[src/rtl/cnn_mac_pkg.sv]
// Shared constants and the round/saturate helper for the CNN MAC family.
// The helper works in 64-bit signed arithmetic so any ACC_W below 63 fits.
package cnn_mac_pkg;

  localparam int A_W_DEF        = 9;
  localparam int B_W_DEF        = 14;
  localparam int ACC_W_DEF      = 32;
  localparam int OUT_W_DEF      = 16;
  localparam int MUL_STAGES_DEF = 2;
  localparam int FRAC_SHIFT_DEF = 8;

  typedef struct packed {
    logic        sat;
    logic [63:0] val;
  } sat_res_t;

  // Round half toward +inf, shift right arithmetically, clip to out_w signed bits.
  function automatic sat_res_t sat_round(input logic signed [63:0] acc,
                                         input int frac, input int out_w);
    logic signed [63:0] r;
    logic signed [63:0] hi;
    logic signed [63:0] lo;
    sat_res_t res;
    r = acc;
    if (frac > 0) r = r + (64'sd1 <<< (frac - 1));
    r = r >>> frac;
    hi = (64'sd1 <<< (out_w - 1)) - 64'sd1;
    lo = -(64'sd1 <<< (out_w - 1));
    res.sat = 1'b0;
    res.val = r;
    if (r > hi) begin
      res.sat = 1'b1;
      res.val = hi;
    end else if (r < lo) begin
      res.sat = 1'b1;
      res.val = lo;
    end
    return res;
  endfunction

endpackage

[src/rtl/cnn_mac_mul_pipe.sv]
// Unsigned x signed multiplier, MUL_STAGES registers deep, window flags riding along.
// Latency MUL_STAGES; no backpressure, ce low freezes data and valid together.
module cnn_mac_mul_pipe
  import cnn_mac_pkg::*;
#(
  parameter int A_W        = A_W_DEF,
  parameter int B_W        = B_W_DEF,
  parameter int MUL_STAGES = MUL_STAGES_DEF
) (
  input  logic                   clk,
  input  logic                   rst_n,
  input  logic                   ce,
  input  logic                   in_vld,
  input  logic                   in_first,
  input  logic                   in_last,
  input  logic [A_W-1:0]         a_dat,
  input  logic [B_W-1:0]         b_dat,
  output logic                   out_vld,
  output logic                   out_first,
  output logic                   out_last,
  output logic [A_W+B_W-1:0]     prod_dat
);

  localparam int P_W = A_W + B_W;

  logic [MUL_STAGES-1:0] vld_q;
  logic [MUL_STAGES-1:0] first_q;
  logic [MUL_STAGES-1:0] last_q;
  logic signed [P_W-1:0] prod_q [MUL_STAGES];
  logic signed [P_W-1:0] a_ext;
  logic signed [P_W-1:0] b_ext;

  // Both operands widened to the full product width so the multiply is exact.
  assign a_ext = $signed({{B_W{1'b0}}, a_dat});
  assign b_ext = $signed({{A_W{b_dat[B_W-1]}}, b_dat});

  always_ff @(posedge clk) begin
    if (!rst_n) begin
      vld_q <= '0;
    end else if (ce) begin
      vld_q[0] <= in_vld;
      for (int i = 1; i < MUL_STAGES; i++) vld_q[i] <= vld_q[i-1];
    end
  end

  always_ff @(posedge clk) begin
    if (ce) begin
      prod_q[0]  <= a_ext * b_ext;
      first_q[0] <= in_first;
      last_q[0]  <= in_last;
      for (int i = 1; i < MUL_STAGES; i++) begin
        prod_q[i]  <= prod_q[i-1];
        first_q[i] <= first_q[i-1];
        last_q[i]  <= last_q[i-1];
      end
    end
  end

  assign out_vld   = vld_q[MUL_STAGES-1];
  assign out_first = first_q[MUL_STAGES-1];
  assign out_last  = last_q[MUL_STAGES-1];
  assign prod_dat  = prod_q[MUL_STAGES-1];

endmodule

[src/rtl/cnn_mac_pipe.sv]
// Windowed multiply-accumulate with rounding and saturating output, one beat per cycle.
// Latency MUL_STAGES+2 from the closing beat; no backpressure, ce low freezes every stage.
module cnn_mac_pipe
  import cnn_mac_pkg::*;
#(
  parameter int A_W        = A_W_DEF,
  parameter int B_W        = B_W_DEF,
  parameter int ACC_W      = ACC_W_DEF,
  parameter int OUT_W      = OUT_W_DEF,
  parameter int MUL_STAGES = MUL_STAGES_DEF,
  parameter int FRAC_SHIFT = FRAC_SHIFT_DEF
) (
  input  logic             ap_clk,
  input  logic             ap_rst_n,
  input  logic             ce,
  input  logic             in_valid,
  input  logic             in_first,
  input  logic             in_last,
  input  logic [A_W-1:0]   din0,
  input  logic [B_W-1:0]   din1,
  output logic             out_valid,
  output logic [OUT_W-1:0] dout,
  output logic             sat_flag
);

  localparam int P_W = A_W + B_W;

  logic                    mul_vld;
  logic                    mul_first;
  logic                    mul_last;
  logic [P_W-1:0]          mul_dat;
  logic signed [ACC_W-1:0] prod_ext;
  logic signed [ACC_W-1:0] acc_nxt;
  logic signed [ACC_W-1:0] acc_q;
  logic signed [ACC_W-1:0] fin_q;
  logic                    fin_vld;
  logic signed [63:0]      fin_ext;
  sat_res_t                res;

  cnn_mac_mul_pipe #(
    .A_W        (A_W),
    .B_W        (B_W),
    .MUL_STAGES (MUL_STAGES)
  ) u_mul (
    .clk       (ap_clk),
    .rst_n     (ap_rst_n),
    .ce        (ce),
    .in_vld    (in_valid),
    .in_first  (in_first),
    .in_last   (in_last),
    .a_dat     (din0),
    .b_dat     (din1),
    .out_vld   (mul_vld),
    .out_first (mul_first),
    .out_last  (mul_last),
    .prod_dat  (mul_dat)
  );

  assign prod_ext = $signed({{(ACC_W-P_W){mul_dat[P_W-1]}}, mul_dat});
  assign acc_nxt  = (mul_first ? '0 : acc_q) + prod_ext;

  // The closing sum is parked in fin_q so acc_q can restart from zero on the same edge.
  always_ff @(posedge ap_clk) begin
    if (!ap_rst_n) begin
      acc_q   <= '0;
      fin_q   <= '0;
      fin_vld <= 1'b0;
    end else if (ce) begin
      fin_vld <= mul_vld && mul_last;
      if (mul_vld) begin
        fin_q <= acc_nxt;
        acc_q <= mul_last ? '0 : acc_nxt;
      end
    end
  end

  assign fin_ext = $signed({{(64-ACC_W){fin_q[ACC_W-1]}}, fin_q});

  always_comb begin
    res = sat_round(fin_ext, FRAC_SHIFT, OUT_W);
  end

  always_ff @(posedge ap_clk) begin
    if (!ap_rst_n) begin
      out_valid <= 1'b0;
      dout      <= '0;
      sat_flag  <= 1'b0;
    end else if (ce) begin
      out_valid <= fin_vld;
      if (fin_vld) begin
        dout     <= OUT_W'(res.val);
        sat_flag <= res.sat;
      end
    end
  end

endmodule

[config.mk]
export PLATFORM = sky130hd
export DESIGN_NAME = cnn_mac_pipe
export DESIGN_NICKNAME = d
export VERILOG_FILES = /design/src/rtl/cnn_mac_pkg.sv /design/src/rtl/cnn_mac_mul_pipe.sv /design/src/rtl/cnn_mac_pipe.sv
export SDC_FILE = /design/constraint.sdc
export NUM_CORES = 1
export LEC_CHECK = 0
export ABC_AREA = 1
export CAP_MARGIN = 40
export CORE_ASPECT_RATIO = 1.5
export CORE_MARGIN = 4
export CORE_UTILIZATION = 32
export CTS_CLUSTER_DIAMETER = 120
export DETAILED_ROUTE_END_ITERATION = 7
export HOLD_SLACK_MARGIN = 0.12
export SYNTH_ARGS = -nofsm -noshare
export SYNTH_HDL_FRONTEND = slang
export SYNTH_SLANG_ARGS = --single-unit
[constraint.sdc]
create_clock -name ap_clk -period 5.97 [get_ports ap_clk]
set_input_delay 0.8955 -clock ap_clk [delete_from_list [all_inputs] [get_ports ap_clk]]
set_output_delay 0.8955 -clock ap_clk [all_outputs]
set_load 0.005 [all_outputs]
# After elaboration in Yosys (flattened, before gate mapping)
# Memories as Yosys holds them, arrays and structs flattened.
# Index checks and enable logic that the tools add are counted.
word_totals:
  out_inout_bits: 18
  register_bits: 89
  wordCells: 24
  memories: 1
  mem_bits_rw: 46
memory_table:
  columns: ["memory", "depth", "width", "read_ports", "rd_clocked_by_memory_dff", "write_ports", "line_no", "text"]
  rows:
  - ["u_mul.prod_q", 2, 23, 2, 0, 2, "cnn_mac_mul_pipe.sv:29", "logic signed [P_W-1:0] prod_q [MUL_STAGES];"]
op_classes:
  magnitude_cmp: 2
  muxes: 6
  mul: 1
  n_addsub: 2
  reduce_logical: 3
op_table:
  columns: ["cell", "n"]
  rows:
  - ["$mux W65", 2]
  - ["$mux W32", 2]
  - ["$add A32 B9 Y33 const B", 1]
  - ["$add A32 B32 Y32", 1]
  - ["$gt A25 B16 Y1 const B", 1]
  - ["$lt A25 B16 Y1 const B", 1]
  - ["$mul A10 B14 Y23", 1]
  - ["$reduce_and A2 Y1", 2]
  - ["$mux W1", 2]
  - ["$logic_and A1 B1 Y1", 1]

# Depth between registers and ports, before layout
# Gate-level depths: netlist of run 1.
logic_depth:
  word_depth: 4
  ltp_mapped: 24
  mapped_depth_nobuf: 23

# Hierarchy
# A second synthesis of run 1 with hierarchy kept.
hier_totals:
  cells_unflattened: 1761
  hier_area_um2: 12659.6
modules_own_cells:
  columns: ["module", "seq_area_each_um2", "instances", "area_per_inst_um2", "cells_each"]
  rows:
  - ["cnn_mac_mul_pipe", 1541.5, 1, 6930.4, 836]
  - ["cnn_mac_pipe", 1521.5, 1, 5729.2, 925]

# Worst setup path after synthesis of run 1
# OpenSTA, ideal clock, no wires.
synth_timing:
  path_kind: "input to register"
  start: "in din0[6]"
  end: "mem u_mul.prod_q[0][19] (netlist bit) (data pin)"
  path_stages: 19
  n_path_buf: 1
  path_slack_ns: 0.530
  required_time_ns: 5.708
  t_arrival_ns: 5.178
  setup_time_ns: 0.262
  cell_sequence: "clkbuf_1 -> nand2_1 -> fa_1 -> inv_1 -> fa_1 -> fa_1 -> fa_1 -> inv_1 -> fa_1 -> inv_1 -> ha_1 -> nand2_1 -> nor2_1 -> nand4_1 -> o21ai_0 -> nand2_1 -> nand2_1 -> a21oi_1 -> xor2_1"
synth_rtl:
  columns: ["element", "line_no", "text"]
  rows:
  - ["start: declaration", "cnn_mac_pipe.sv:19", "input logic [A_W-1:0] din0,"]
  - ["end: declaration", "cnn_mac_mul_pipe.sv:29", null]

==> results.json, run 1 <==
{
  "grt_pass1_vias": 10680,
  "drv_cap": 0,
  "grt_usage_pct": 14.9,
  "worstHoldStart": "u_mul.prod_q[0][8]$_DFFE_PP_",
  "synth_seq_cells": 128,
  "htreeDepth": 4,
  "timing.final.max_slew_violations": 0,
  "setup_tns_ns": 0,
  "core_mm2": 0.0370,
  "via_per_inst": 4.60,
  "critPathRequiredTime_ns": 6.16,
  "antenna_found_initial": 0,
  "seqCellArea_mm2": 0.00306,
  "stdcell_area_mm2": 0.0142,
  "grt_max_degree": 61,
  "rsz0062_at_grt": "no",
  "ant_nets": 0,
  "cp.arrival_ns": 5.83,
  "finalSetupViolCount": 0,
  "portBuffers": 46,
  "worstRegToRegCells": 12,
  "avgRoutedWirePerCell_um": 13.3,
  "powerDensity_mw_per_mm2": 389,
  "finalHoldViolations": 0,
  "clock_latency_ns": 0.43,
  "grt_pass1_wl_um": 50100,
  "multiInputGateArea_mm2": 0.00759,
  "synth_area_leader_cell": "fa_1",
  "critPathCaptureType": "flip-flop",
  "area_growth_pct": 18.2,
  "synth.distinct_cells": 40,
  "vdd_drop_max_mv": 0.212,
  "synthesis.nets": 1844,
  "dr.pass1.iters": 5,
  "cts_root_buffer": "clkbuf_16",
  "worst_slew_pin_slew_ns": 0.689,
  "ys_seq_area_share_pct": 25.4,
  "synthCells": 1627,
  "ys_top_cells_by_area": "fa_1, nand2_1, dfxtp_1",
  "postSynthAreaPerCell_um2": 7.41,
  "syn_area_mm2": 0.0121,
  "hold_slack_ns": 0.417,
  "relSlewSlack_pct": 54.0,
  "cts_tree": "built",
  "start_util_pct": 32.6,
  "vias": 10239,
  "final_common_cell": "nand2_1",
  "dieArea_mm2": 0.0409,
  "layout-drive-gt1-share_pct": 9.64,
  "cts_buffer_depth": 2,
  "hpwlAfterDp_um": 24200,
  "gp_congestion": 0.885,
  "clkSlewWorstSetupHoldPaths_ns": 0.06,
  "min_period_over_period_pct": 94.5,
  "p_int_w": 0.00336,
  "worstHoldPathCells": 0,
  "ys.flop_type": "dfxtp_1",
  "fin_util_pct": 38.5,
  "min_period_ns": 5.64,
  "grt_overflow": 0,
  "p_leak_nw": 6.98,
  "cts.sinks": 128,
  "die_h_um": 246,
  "startpoint": "din0[6]",
  "synth_edf_count": 50,
  "hold_class": "reg2reg",
  "total_power_w": 0.00554,
  "power_frac_clock_pct": 20.1,
  "fin_nets": 1947,
  "skew_ns": 0.00997,
  "r2r-start": "u_mul.first_q[1]$_DFFE_PP_",
  "drc_errors": 0,
  "p_comb_share_pct": 57.3,
  "synth_top_area_share_pct": 17.6,
  "rows": 86,
  "final_cell_mix": "nand2_1, inv_1, nor2_1",
  "max_freq_ghz": 0.177,
  "outcome": "complete, no violations",
  "numCtsBuffers": 17,
  "die_w_um": 166,
  "diodes": 0,
  "ios": 47,
  "routed_wl_um": 29500,
  "synthArstFlopShare_pct": 0,
  "fillCellCount": 3911,
  "switching_share_pct": 39.3,
  "seq_power_share_pct": 22.6,
  "yosysWarningCount": 0,
  "setup.worst_path.start_class": "input pin",
  "first_iter_violations": 331,
  "dpl_cell_area_mm2": 0.0136,
  "cp_max_fo": 9,
  "power_switching_w": 0.00218,
  "path_class": "in2reg"
}
## worst max-delay path, cell delays in order
cell	delay, ns
clkdlybuf4s50_1	0.53
buf_4	0.20
nand2_1	0.09
fa_1	0.52
fa_1	0.50
inv_1	0.06
fa_1	0.51
fa_1	0.54
inv_1	0.05
fa_1	0.52
inv_1	0.04
ha_1	0.33
a21oi_1	0.21
o21ai_0	0.15
nand2_1	0.08
nand2_1	0.05
o21bai_1	0.19
nand2_1	0.08
nand2_1	0.07
nand2_1	0.08
nand2_1	0.05
nand2_1	0.05
nand2_1	0.05
## registers in the layout (all words and copies together), names as in the netlist
| register | count |
|---|---|
| u_mul.prod_q | 46 |
| u_mul.last_q | 2 |
| u_mul.first_q | 2 |
| sat_flag | 1 |
| out_valid | 1 |
| u_mul.vld_q | 2 |
| acc_q | 32 |
| fin_vld | 1 |
| dout | 16 |
| fin_q | 25 |
## cell usage after synthesis, types with 4 or more instances
cell type / number
o21bai_1: 4
edfxtp_1: 50
buf_1: 7
nand3_1: 58
o21ai_0: 43
nor2_1: 119
nand4_1: 29
a21oi_1: 117
inv_1: 313
nand2_1: 443
or2_2: 8
nor3_1: 9
dfxtp_1: 78
nor2_2: 7
a21oi_2: 10
fa_1: 106
nand3b_1: 12
nand2_2: 13
clkbuf_1: 41
xnor2_1: 15
xor2_1: 33
ha_1: 82
## path summary, 6_finish.rpt
| path | to | slack [ns] |
|---|---|---|
| max | u_mul.prod_q[0][22]$_DFFE_PP_ | 0.33 |
| min | u_mul.prod_q[0][31]$_DFFE_PP_ | 0.42 |
| max reg2reg | fin_q[31]$_SDFFE_PN0P_ | 3.15 |
| min reg2reg | u_mul.prod_q[0][31]$_DFFE_PP_ | 0.42 |
## stage by stage
stage               cells  worst slack [ns]
finish               2226             0.329
global route         2226            0.0179
CTS                  2226             0.233
detailed placement   2195            -0.223
global placement     2194            -0.173
floorplan            1627             0.530
## logic make-up after synthesis
group / after synthesis / share of synthesized area [%]
XOR/XNOR: 48 / 3.49
AND/OR/NAND/NOR: 708 / 24.8
flip-flops: 128 / 25.4
adder cells (fa/ha/maj): 188 / 26.1
AO/OA/AOI/OAI: 189 / 8.55
buffers and inverters: 366 / 11.6
## what timing repair did
item	4_1_cts	5_1_grt
setup buffers	0	0
setup endpoints to repair	0	4
hold buffers	0	0
gates resized for setup	0	3
## layer usage
layer / GRT usage, % / vias to the layer above / part of all wire, %
li1: - / 5247 / -
met4: 7.37 / 0 / 4.4
met5: 0 / - / 0
met3: 1.83 / 59 / 2.2
met1: 15.5 / 4783 / 39
met2: 29.1 / 150 / 54
## cell type report
cell class	instances	share of cell area, %
clock buffers	17	2.99
repair buffers	134	8.19
clock inverters	14	1.45
multi-input cells	1133	53.3
inverters	316	8.33
well taps	484	4.25
flip-flops and latches	128	21.5
## power groups by stage
stage / combinational (W) / clock, W / sequential (W)
floorplan: 0.00212 / 0 / 0.00125
global placement: 0.00316 / 0 / 0.00127
detailed placement: 0.00322 / 0 / 0.00127
CTS: 0.00324 / 0.00114 / 0.00125
global route: 0.00370 / 0.00117 / 0.00127
finish: 0.00318 / 0.00111 / 0.00125
(Power assumes the default switching activity.)
==> inputs of run 2 (changes only) <==
- ABC_CLOCK_PERIOD_IN_PS: unset -> 5970
- SYNTH_HIERARCHICAL: unset -> 1
==> results.json, run 2 <==
{
  "clock_latency_ns": 0.44,
  "synth_seq_cells": 128,
  "numCtsBuffers": 17,
  "yosys.area_share.adder_pct": 24.9,
  "drv_cap": 0,
  "synthCells": 1761,
  "setup_tns_ns": 0,
  "vdd_drop_max_mv": 0.206,
  "ant_nets": 0,
  "diodes": 0,
  "layout-drive-gt1-share_pct": 7.42,
  "ys_seq_area_share_pct": 24.2,
  "min_period_ns": 5.62,
  "reg_top3": "u_mul/prod_q x46, acc_q x32, fin_q x25",
  "path_common_cell": "fa_1",
  "hold_class": "reg2reg",
  "die_w_um": 170,
  "dieArea_mm2": 0.0429,
  "cp.arrival_ns": 5.81,
  "core_mm2": 0.0392,
  "fin_nets": 2011,
  "outcome": "complete, no violations",
  "largest_register_ff_count": 46,
  "final_common_cell": "nand2_1",
  "relSlewSlack_pct": 49.3,
  "drc_errors": 0,
  "rows": 89,
  "place_ws_ns": -0.0859,
  "die_h_um": 252,
  "synth_mux_area_share_pct": 0,
  "max_freq_ghz": 0.178,
  "via_per_inst": 4.66,
  "path_class": "in2reg",
  "critPathCaptureType": "flip-flop",
  "p_leak_nw": 7.02,
  "antenna_found_initial": 0,
  "synth-xor-area-share_pct": 2.56,
  "ios": 47,
  "yosysWarningCount": 6,
  "synthArstFlopShare_pct": 0,
  "powerDensity_mw_per_mm2": 401,
  "portBuffers": 46,
  "vias": 10748,
  "regMostFlops": "u_mul/prod_q",
  "finalHoldViolations": 0,
  "dpl_cell_area_mm2": 0.0137,
  "path_cells": "clkdlybuf4s50_1 > nand2_1 > fa_1 > inv_1 > fa_1 > fa_1 > fa_1 > inv_1 > fa_1 > inv_1 > ha_1 > nand2_1 > inv_2 > nand2_2 > nor3_1 > nand3_1 > nand4_1 > nand2_1",
  "rrSetupSlack_ns": 2.96,
  "synth_top_family_by_area": "simple AND/OR/NAND/NOR gates",
  "crit_slowest_cell": "clkdlybuf4s50_1",
  "slowest_delay_ns": 0.72,
  "cts_tree": "built",
  "hpwlAfterDp_um": 27700,
  "gp_congestion": 0.936,
  "setup.worst_path.start_class": "input pin",
  "first_iter_violations": 524,
  "cts_root_buffer": "clkbuf_16",
  "finalSetupViolCount": 0,
  "postCtsSetupRepairBufs": 0,
  "htreeDepth": 4,
  "setup_ws_ns": 0.350,
  "dr.pass1.iters": 5,
  "synth_compound_area_share_pct": 8.42,
  "grt_usage_pct": 16.0,
  "grt_pass1_wl_um": 54900,
  "fillCellCount": 4202,
  "routed_wl_um": 33100,
  "synthesis.nets": 1978,
  "rsz0062_at_grt": "no",
  "ys_top_cells_by_area": "fa_1, nand2_1, dfxtp_1",
  "grt_pass1_vias": 11140,
  "post_cts_resized": 0,
  "synth_top_area_share_pct": 16.8,
  "synth.distinct_cells": 43,
  "ys.flop_type": "dfxtp_1",
  "final_cell_mix": "nand2_1, inv_1, nor2_1",
  "yosys.area_share.simple_pct": 27.1,
  "skew_ns": 0.00917,
  "worst_slew_pin_slew_ns": 0.759,
  "cp_max_fo": 8,
  "yosysMostFrequentCell": "nand2_1",
  "start_util_pct": 32.3,
  "cts.sinks": 128,
  "grt_max_degree": 62,
  "grt_overflow": 0,
  "stdcell_area_mm2": 0.0144,
  "cts_buffer_depth": 2,
  "critPathRequiredTime_ns": 6.16,
  "min_period_over_period_pct": 94.1,
  "postSynthAreaPerCell_um2": 7.19,
  "ys_top_cells_by_count": "nand2_1, inv_1, nor2_1",
  "ctsHoldBuffers": 0,
  "avgRoutedWirePerCell_um": 14.4,
  "synth_area_leader_cell": "fa_1",
  "syn_area_mm2": 0.0127,
  "area_growth_pct": 13.4,
  "timing.final.max_slew_violations": 0,
  "synth_edf_count": 50,
  "clkSlewWorstSetupHoldPaths_ns": 0.06
}
## run 2: changes by cell type after synthesis, sizes merged, moves of 3 or more
cell | before | now
nor2 | 129 | 157
nand3 | 59 | 80
o21ai | 45 | 37
buf | 9 | 32
a21oi | 128 | 118
o21bai | 4 | 9
nor3 | 9 | 5
nand2 | 458 | 526
a31oi | 3 | 11
inv | 315 | 329
nand4 | 29 | 26
xor2 | 33 | 23
## run 2: through the flow
step                      hold WS (ns)  utilization [%]  total power (W)  std cells
final                            0.411             36.6          0.00576       2307
after floorplan                  0.400                -          0.00373       1761
after detailed placement         0.405             34.9          0.00466       2275
after global placement           0.401             34.8          0.00463       2273
after global routing             0.419             36.6          0.00633       2307
after CTS                        0.413             36.6          0.00584       2307
## run 2: power breakdown
group          switching [W]  internal, W
registers          0.0000615      0.00118
clock network       0.000417     0.000747
logic                0.00206      0.00129
total                0.00254      0.00322
## run 2: worst max-delay path, delay by kind of cell
family	cells	cell delay (ns)
buf+inv	5	0.94
simple gates	7	1.02
fa+ha+maj	6	2.94
## run 2: logic make-up after synthesis
| group | after synthesis |
|---|---|
| buffers and inverters | 406 |
| DFF | 128 |
| and+or+nand+nor | 817 |
| xor gates and xnor gates | 37 |
| AOI/OAI and AO/OA | 185 |
| adders and majority gates | 188 |
## run 2: metal layers
metal  track usage (%)  routed length [um]  part of all wire (%)  vias up
met1              16.0               12100                    37     5035
met4              7.53                1470                   4.4        0
met5                 0                   0                     0        -
met2              31.8               18800                    57      169
li1                  -                   -                     -     5473
met3              2.05                 705                   2.1       71
## run 2: cell type report
| class | count | area, um2 | share of cell area (%) |
|---|---|---|---|
| Tap cell | 500 | 626 | 4.36 |
| Clock inverter | 15 | 233 | 1.62 |
| Multi-Input combinational cell | 1227 | 7970 | 55.5 |
| Inverter | 332 | 1250 | 8.68 |
| Timing Repair Buffer | 88 | 798 | 5.56 |
| Sequential cell | 128 | 3060 | 21.3 |
| Clock buffer | 17 | 425 | 2.96 |
## run 2: worst paths after layout
check | from | cells after the start | endpoint
max | din1[6] | 18 | u_mul/prod_q[0][20]$_DFFE_PP_
max reg2reg | u_mul/first_q[1]$_DFFE_PP_ | 16 | acc_q[22]$_SDFFE_PN0P_
min | u_mul/prod_q[0][6]$_DFFE_PP_ | 0 | u_mul/prod_q[0][29]$_DFFE_PP_
min reg2reg | u_mul/prod_q[0][6]$_DFFE_PP_ | 0 | u_mul/prod_q[0][29]$_DFFE_PP_
==> inputs of run 3 (changes only) <==
- ABC_CLOCK_PERIOD_IN_PS: 5970 -> unset
- REMOVE_ABC_BUFFERS: unset -> 1
==> results.json, run 3 (same netlist as run 2, synthesis figures left out) <==
{
  "p_leak_nw": 7.02,
  "grt_max_degree": 62,
  "cts_tree": "built",
  "ctsHoldBuffers": 0,
  "critPathRequiredTime_ns": 6.15,
  "vdd_drop_max_mv": 0.186,
  "diodes": 0,
  "met2_usage_pct": 30.8,
  "grt_usage_pct": 15.5,
  "relSlewSlack_pct": 45.7,
  "worst_slew_pin_slew_ns": 0.809,
  "cp_max_fo": 6,
  "fillCellCount": 4192,
  "power_frac_clock_pct": 19.8,
  "final_cell_mix": "nand2_1, inv_1, nor2_1",
  "powerDensity_mw_per_mm2": 393,
  "routed_wl_um": 32100,
  "layout-drive-gt1-share_pct": 7.21,
  "skew_ns": 0.00702,
  "gp_congestion": 0.915,
  "clkSlewWorstSetupHoldPaths_ns": 0.06,
  "ios": 47,
  "met1_usage_pct": 15.2,
  "setup_ws_ns": 0.193,
  "p_comb_share_pct": 58.3,
  "dr.pass1.iters": 5,
  "drc_errors": 0,
  "htreeDepth": 4,
  "power_switching_w": 0.00249,
  "vias": 10673,
  "path_class": "in2reg",
  "max_freq_ghz": 0.173,
  "grt_pass1_vias": 11208,
  "core_mm2": 0.0392,
  "area_growth_pct": 13.5,
  "place_ws_ns": -0.265,
  "hold_class": "reg2reg",
  "die_w_um": 170,
  "multiInputGateArea_mm2": 0.00797,
  "final_common_cell": "nand2_1",
  "regMostFlops": "u_mul/prod_q",
  "fin_nets": 2008,
  "min_period_ns": 5.78,
  "timing.final.max_slew_violations": 0,
  "cts_buffer_depth": 2,
  "dieArea_mm2": 0.0429,
  "numCtsBuffers": 17,
  "clock_latency_ns": 0.43,
  "rsz0062_at_grt": "no",
  "grt.busiest_layer": "met2",
  "hold_slack_ns": 0.417,
  "worstHoldPathCells": 0,
  "setup.worst_path.start_class": "input pin",
  "first_iter_violations": 477,
  "finalHoldViolations": 0,
  "rows": 89,
  "grt_pass1_wl_um": 53400,
  "drv_cap": 0,
  "seq_power_share_pct": 22.0,
  "via_per_inst": 4.63,
  "cts_root_buffer": "clkbuf_16",
  "portBuffers": 46,
  "postCtsSetupRepairBufs": 0,
  "seqCellArea_mm2": 0.00306,
  "avgRoutedWirePerCell_um": 13.9,
  "p_int_w": 0.00315,
  "critPathCaptureType": "flip-flop",
  "die_h_um": 252,
  "start_util_pct": 32.3,
  "grt_use_met3_pct": 1.55,
  "grt_overflow": 0,
  "cp.arrival_ns": 5.96,
  "cts.sinks": 128,
  "switching_share_pct": 44.1,
  "worstRegToRegCells": 15,
  "antenna_found_initial": 0,
  "ant_nets": 0,
  "min_period_over_period_pct": 96.8,
  "reg_top3": "u_mul/prod_q x46, acc_q x32, fin_q x25",
  "finalSetupViolCount": 0,
  "largest_register_ff_count": 46,
  "hpwlAfterDp_um": 26300,
  "outcome": "complete, no violations"
}
## run 3: final cells by class
| cell class | instances | share of cell area, % |
|---|---|---|
| Inverter | 332 | 8.67 |
| Clock buffer | 18 | 2.99 |
| Timing Repair Buffer | 85 | 5.80 |
| Sequential cell | 128 | 21.3 |
| Clock inverter | 14 | 1.45 |
| Tap cell | 500 | 4.35 |
| Multi-Input combinational cell | 1227 | 55.4 |
## run 3: metrics by stage
step / utilization, % / std cells / instance area (um2) / power [W] / TNS (ns)
2_1_floorplan: - / 1687 / 12300 / 0.00365 / 0
3_3_place_gp: 35.0 / 2271 / 13700 / 0.00454 / -0.260
3_5_place_dp: 35.0 / 2272 / 13700 / 0.00457 / -0.327
4_1_cts: 36.7 / 2304 / 14400 / 0.00572 / 0
5_1_grt: 36.7 / 2304 / 14400 / 0.00623 / 0
6_report: 36.7 / 2304 / 14400 / 0.00564 / 0
## run 3: power by group through the flow
stage          logic (W)  registers [W]  clock network (W)
2_1_floorplan    0.00242        0.00124                  0
3_3_place_gp     0.00328        0.00125                  0
3_5_place_dp     0.00332        0.00126                  0
4_1_cts          0.00333        0.00124            0.00115
5_1_grt          0.00379        0.00125            0.00118
6_report         0.00329        0.00124            0.00111
## run 3: metal layers
layer | vias to the layer above | part of all wire (%)
met4 | 0 | 5.3
met3 | 75 | 2.0
met5 | - | 0
met1 | 4959 | 37
met2 | 178 | 56
li1 | 5461 | -
## run 3: final timing paths
path	from	end	slack, ns
hold reg to reg	u_mul/prod_q[0][11]$_DFFE_PP_	u_mul/prod_q[0][34]$_DFFE_PP_	0.42
setup reg to reg	u_mul/first_q[1]$_DFFE_PP_	fin_q[21]$_SDFFE_PN0P_	2.77
setup / recovery	din1[13]	u_mul/prod_q[0][20]$_DFFE_PP_	0.19
hold / removal	u_mul/prod_q[0][11]$_DFFE_PP_	u_mul/prod_q[0][34]$_DFFE_PP_	0.42
## run 3: what timing repair did
action / in CTS / in global routing
setup endpoints to repair: 0 / 1
endpoints found under the hold margin: 0 / 0
gates resized for setup: 0 / 1
## run 3: worst max-delay path, stage by stage
cell             delay, ns
clkdlybuf4s50_1       0.58
nand2_1               0.10
buf_4                 0.15
fa_1                  0.53
inv_1                 0.07
fa_1                  0.54
fa_1                  0.44
fa_1                  0.54
inv_1                 0.05
fa_1                  0.49
inv_1                 0.04
ha_1                  0.34
nand2_1               0.06
inv_1                 0.11
nand2_1               0.14
nor3_1                0.38
nand3_1               0.27
nand4_1               0.16
nand2_1               0.06
